**src/rtl/trace_stream_serializer.sv**
```systemverilog
// ---------------------------------------------------------------------------
// trace_stream_serializer
//
// Width converter on the trace path. Each wide trace packet accepted on the
// AXI-Stream slave is re-emitted as BEATS = IN_WIDTH/OUT_WIDTH narrow beats
// on the AXI-Stream master, most-significant word first. A wrapping packet
// counter lets software cross-check how many packets reached the DMA/FIFO.
//
// Parameters:
//   IN_WIDTH      input packet width (integer multiple of OUT_WIDTH)
//   OUT_WIDTH     output beat width (IN_WIDTH/OUT_WIDTH must be >= 2)
//
// Ports:
//   clk, rst_n      clock (rising edge) and synchronous active-low reset
//   S_AXIS_*        wide packet input (tvalid/tready/tdata/tlast)
//   M_AXIS_*        narrow beat output (tvalid/tready/tdata/tlast)
//   busy            a packet is held or partially sent
//   pkt_count       packets fully emitted, wraps at 2^32
// ---------------------------------------------------------------------------
module trace_stream_serializer #(
  parameter int IN_WIDTH  = 1024,
  parameter int OUT_WIDTH = 64
) (
  input  logic                 clk,
  input  logic                 rst_n,
  input  logic                 S_AXIS_tvalid,
  output logic                 S_AXIS_tready,
  input  logic [IN_WIDTH-1:0]  S_AXIS_tdata,
  input  logic                 S_AXIS_tlast,
  output logic                 M_AXIS_tvalid,
  input  logic                 M_AXIS_tready,
  output logic [OUT_WIDTH-1:0] M_AXIS_tdata,
  output logic                 M_AXIS_tlast,
  output logic                 busy,
  output logic [31:0]          pkt_count
);

  localparam int BEATS = IN_WIDTH / OUT_WIDTH;
  localparam int CNT_W = $clog2(BEATS);
  localparam logic [CNT_W-1:0] LAST_BEAT = CNT_W'(BEATS - 1);
  localparam logic [CNT_W-1:0] CNT_ONE   = CNT_W'(1);

  typedef enum logic {
    IDLE,
    SEND
  } state_t;

  state_t               state_q, state_d;
  logic [IN_WIDTH-1:0]  shreg_q, shreg_d;
  logic                 last_q, last_d;
  logic [CNT_W-1:0]     beat_cnt_q, beat_cnt_d;
  logic [31:0]          pkt_count_q, pkt_count_d;

  logic                 final_beat;
  logic                 s_ready;
  logic                 load;

  // Next-state logic. The final-beat handshake may coincide with a new
  // packet load, which keeps back-to-back packets free of idle cycles;
  // the load assignments come last so they win over the shift path.
  always_comb begin
    state_d     = state_q;
    shreg_d     = shreg_q;
    last_d      = last_q;
    beat_cnt_d  = beat_cnt_q;
    pkt_count_d = pkt_count_q;

    final_beat = (beat_cnt_q == LAST_BEAT);
    // M_AXIS_tready feeds S_AXIS_tready combinationally on the last beat.
    s_ready    = (state_q == IDLE) |
                 ((state_q == SEND) & final_beat & M_AXIS_tready);
    load       = S_AXIS_tvalid & s_ready;

    case (state_q)
      IDLE: begin
      end
      SEND: begin
        if (M_AXIS_tready) begin
          if (!final_beat) begin
            shreg_d    = shreg_q << OUT_WIDTH;
            beat_cnt_d = beat_cnt_q + CNT_ONE;
          end else begin
            pkt_count_d = pkt_count_q + 32'd1;
            if (!S_AXIS_tvalid) begin
              state_d = IDLE;
            end
          end
        end
      end
      default: begin
        state_d = IDLE;
      end
    endcase

    if (load) begin
      shreg_d    = S_AXIS_tdata;
      last_d     = S_AXIS_tlast;
      beat_cnt_d = '0;
      state_d    = SEND;
    end
  end

  // State registers; reset discards any partially sent packet.
  always_ff @(posedge clk) begin
    if (!rst_n) begin
      state_q     <= IDLE;
      shreg_q     <= '0;
      last_q      <= 1'b0;
      beat_cnt_q  <= '0;
      pkt_count_q <= 32'd0;
    end else begin
      state_q     <= state_d;
      shreg_q     <= shreg_d;
      last_q      <= last_d;
      beat_cnt_q  <= beat_cnt_d;
      pkt_count_q <= pkt_count_d;
    end
  end

  assign S_AXIS_tready = s_ready;
  assign M_AXIS_tvalid = (state_q == SEND);
  assign M_AXIS_tdata  = shreg_q[IN_WIDTH-1 -: OUT_WIDTH];
  // Gated by SEND so tlast never lingers high while the master is idle.
  assign M_AXIS_tlast  = (state_q == SEND) & last_q & final_beat;
  assign busy          = (state_q == SEND);
  assign pkt_count     = pkt_count_q;

endmodule

```
**config.mk**
```make
export PLATFORM = sky130hd
export DESIGN_NAME = trace_stream_serializer
export DESIGN_NICKNAME = d
export VERILOG_FILES = /design/src/rtl/trace_stream_serializer.sv
export SDC_FILE = /design/constraint.sdc
export NUM_CORES = 2
export LEC_CHECK = 0
export ABC_AREA = 1
export CAP_MARGIN = 20
export CORE_AREA = 2 2 441 443
export DETAILED_ROUTE_END_ITERATION = 7
export DIE_AREA = 0 0 443 445
export PLACE_DENSITY_LB_ADDON = 0.08
export SYNTH_ARGS = -nofsm -noshare
export SYNTH_HDL_FRONTEND = slang
export SYNTH_SLANG_ARGS = --single-unit
export TNS_END_PERCENT = 100
```
**constraint.sdc**
```tcl
create_clock -name clk -period 2.92 [get_ports clk]
set_input_delay 0.438 -clock clk [delete_from_list [all_inputs] [get_ports clk]]
set_output_delay 0.438 -clock clk [all_outputs]
set_load 0.01 [all_outputs]
```
==> flow_metrics.py <==
metrics = {
    "sta": {
        "timing.slew.headroom": 0.556,
        "timing.final.ws_setup_ns": 0.149,
        "finalWorstPathRequiredPeriod_ns": 2.77,
        "finalSetupViolations": 0,
        "finalMaxSlewViolations": 0,
        "fin_setup_tns_ns": 0,
        "rsz0062_at_grt": "no",
        "timing_hold_violations_final": 0,
        "fmax_mhz": 361,
        "final.setup_skew_ns": 0.0379,
        "tightest_slew_ns": 0.666,
        "timing.hold.ws_ns": 0.215,
        "period_share": 0.949,
    },
    "floorplan": {
        "die_h_um": 445,
        "die_area_mm2": 0.197,
        "core_mm2": 0.192,
        "die_x_um": 443,
        "initial_core_util": 0.275,
        "ioPinCount": 1129,
        "rows": 161,
    },
    "global_routing": {
        "grt_util_met2": 0.435,
        "grt.total_usage": 0.237,
        "antenna_found_initial": 119,
        "use_met1": 0.259,
        "grt_pass1_wl_um": 347000,
        "top_usage_layer": "met2",
        "overflow": 0,
        "grt_max_degree": 116,
        "grt_pass1_vias": 53300,
        "use_met3": 0.0503,
    },
    "worst_setup_path": {
        "rr_startpoint": "beat_cnt_q[0]",
        "cp_top_family": "buffers and inverters",
        "critPathMaxStageDelay_ns": 0.57,
        "cpMaxStageDelayCell": "clkdlybuf4s50_1",
        "cp_num_buf_inv": 1,
        "worst-path-max-fanout": 5,
        "startpoint_type": "flop",
        "crit_required_ns": 2.48,
        "crit_chain": "ha_1 > nand3_2 > nor3_4 > clkdlybuf4s50_1",
        "crit_start": "beat_cnt_q[0]",
        "worstSetupPathType": "flop to output port",
        "critPathCaptureType": "output port",
        "arrival_ns": 2.33,
    },
    "cts": {
        "cts_max_level": 4,
        "cts_buffers": 137,
        "postCtsSetupBuffers": 0,
        "cts_tree": "built",
        "clock_sinks": 1062,
        "clockBufferDepth": 3,
        "clock-root-buffer": "clkbuf_16",
        "clk_latency_ns": 0.79,
        "path_clk_slew_ns": 0.06,
        "ctsHoldBuffers": 0,
    },
    "place": {
        "dp.cells": 12100,
        "place_congestion": 0.924,
        "numPortBuffers": 1128,
        "post-place-ws_ns": 0.224,
        "dp_hpwl_um": 186000,
    },
    "routing": {
        "ant_nets": 0,
        "wl_um": 242000,
        "drt-pass1-iter-count": 5,
        "vias": 54900,
        "vias_per_cell": 4.44,
        "first_iter_violations": 3672,
        "drc": 0,
        "wl_per_cell_um": 19.6,
    },
    "min_path": {
        "worstHoldPathType": "primary input to flop",
        "hp-start": "S_AXIS_tdata[10]",
    },
    "flow_run": {
        "timing.max_cap.violations": 0,
    },
    "pwr": {
        "leakage_uw": 0.0368,
        "p_per_area_mw_per_mm2": 600,
        "swShare": 0.299,
        "finalPower_uw": 42900,
        "p_sw_uw": 12800,
        "internal_power_uw": 30100,
        "peakVddDrop_v": 0.000372,
        "clkPwrFrac": 0.404,
        "pwr-share-seq": 0.393,
        "combPwrFrac": 0.203,
    },
    "outcome": {
        "outcome": "finished, final reports clean",
    },
    "layout": {
        "syn2layout_area_growth_pct": 35.4,
        "fin_cells": 12400,
        "nets": 10700,
        "fillers": 21100,
        "drive_above_1_share": 0.0430,
    },
    "synthesis": {
        "ys_seq_elements": 1062,
        "synthTopCellsByArea": "dfxtp_1 (40%), nand2_1 (22%), nor2_1 (14%)",
        "synth_cells": 8862,
        "synth_fp_nets": 9893,
        "syn-cell-area_mm2": 0.0528,
        "yosys.area.top_type": "dfxtp_1",
        "yosys_warnings": 0,
        "synth.distinct_cells": 28,
        "syn_area_per_cell_um2": 5.96,
        "synth_top_area_share": 0.403,
        "synth-seq-area-share": 0.403,
    },
}
[Yosys cell counts, drive strengths merged]
cell and count:
a21o 2, a21oi 78, and2 1, and3 1
buf 425, clkbuf 195, clkinv 1, dfxtp 1062
ha 2, inv 1006, nand2 3085, nand3 987
nand3b 1, nand4 10, nor2 1979, nor3 3
o21ai 13, o21bai 3, or2 1, xnor2 3
xor2 4
[sequential cells by signal, summed over array words and instances (netlist names)]
name / count
shreg_q: 1024
pkt_count: 32
beat_cnt_q: 4
M_AXIS_tvalid: 1
last_q: 1
[area by class of cell]
cell class / count / area (µm²) / share of cell area
clock buffer: 216 / 4270 / 0.0597
sequential: 1062 / 21300 / 0.298
antenna: 46 / 115 / 0.00161
timing repair buffer: 1330 / 13900 / 0.194
multi-input combinational: 6173 / 24700 / 0.346
tap: 2526 / 3160 / 0.0442
clock inverter: 22 / 280 / 0.00392
inverter: 1007 / 3790 / 0.0531
[cells by family (layout without fill, tap and decap cells)]
logic type      Yosys count  in the layout  share of synthesized area
compound gates           96             96                    0.00934
other cells               0             46                          0
xor+xnor                  7              7                    0.00116
simple gates           6068           6068                      0.456
buf+inv                1627           2575                      0.130
flops                  1062           1062                      0.403
fa+ha+maj                 2              2                   0.000474
[what timing repair did]
action                     in CTS  in global routing
setup endpoints to repair       2                  1
pin swaps                       0                  0
gates resized for setup         2                  1
[metal layers]
metal  up-vias  part of all wire
met3       464             0.055
met5         -            0.0023
met4        90             0.041
met2      1473              0.52
li1      28100                 -
met1     24800              0.38
[metrics by stage]
step	util	instance area (µm²)
after global routing	0.372	71400
after floorplan	-	52800
after detailed placement	0.348	66800
after CTS	0.372	71300
after global placement	0.348	66800
final	0.372	71500
[worst min-delay path, delay by kind of cell]
kind                   cells  cell delay, ns
AOI/OAI and AO/OA          1            0.05
buffers and inverters      1            0.39
and+or+nand+nor            1            0.06
[power by group through the flow]
| stage | Clock [µW] | Sequential [µW] | Combinational [µW] |
|---|---|---|---|
| floorplan | 0 | 16700 | 5150 |
| global placement | 0 | 17100 | 8780 |
| detailed placement | 0 | 17200 | 8800 |
| CTS | 17800 | 16900 | 8850 |
| global route | 18400 | 17000 | 9800 |
| finish | 17300 | 16800 | 8730 |
[path summary, 6_finish.rpt]
path / endpoint / slack, ns / depth (start not counted)
setup / recovery: M_AXIS_tlast / 0.15 / 4
hold / removal: shreg_q[10] / 0.21 / 3
setup reg to reg: shreg_q[730] / 0.54 / 13
hold reg to reg: shreg_q[37] / 0.46 / 2
[layout by cell type, fill, tap and decap left out, types with 5 or more instances in the layout]
cell type / instances
a21oi_1: 77
bufinv_16: 5
buf_4: 116
buf_12: 86
clkdlybuf4s50_1: 1127
nand4_1: 10
clkbuf_16: 146
nand2_1: 3081
nor2_1: 1975
nand3_1: 986
inv_1: 1002
clkinv_2: 11
clkbuf_1: 35
dfxtp_1: 1062
o21ai_0: 13
diode_2: 46
clkbuf_8: 35
No activity file was read; power rests on OpenSTA's default activity.
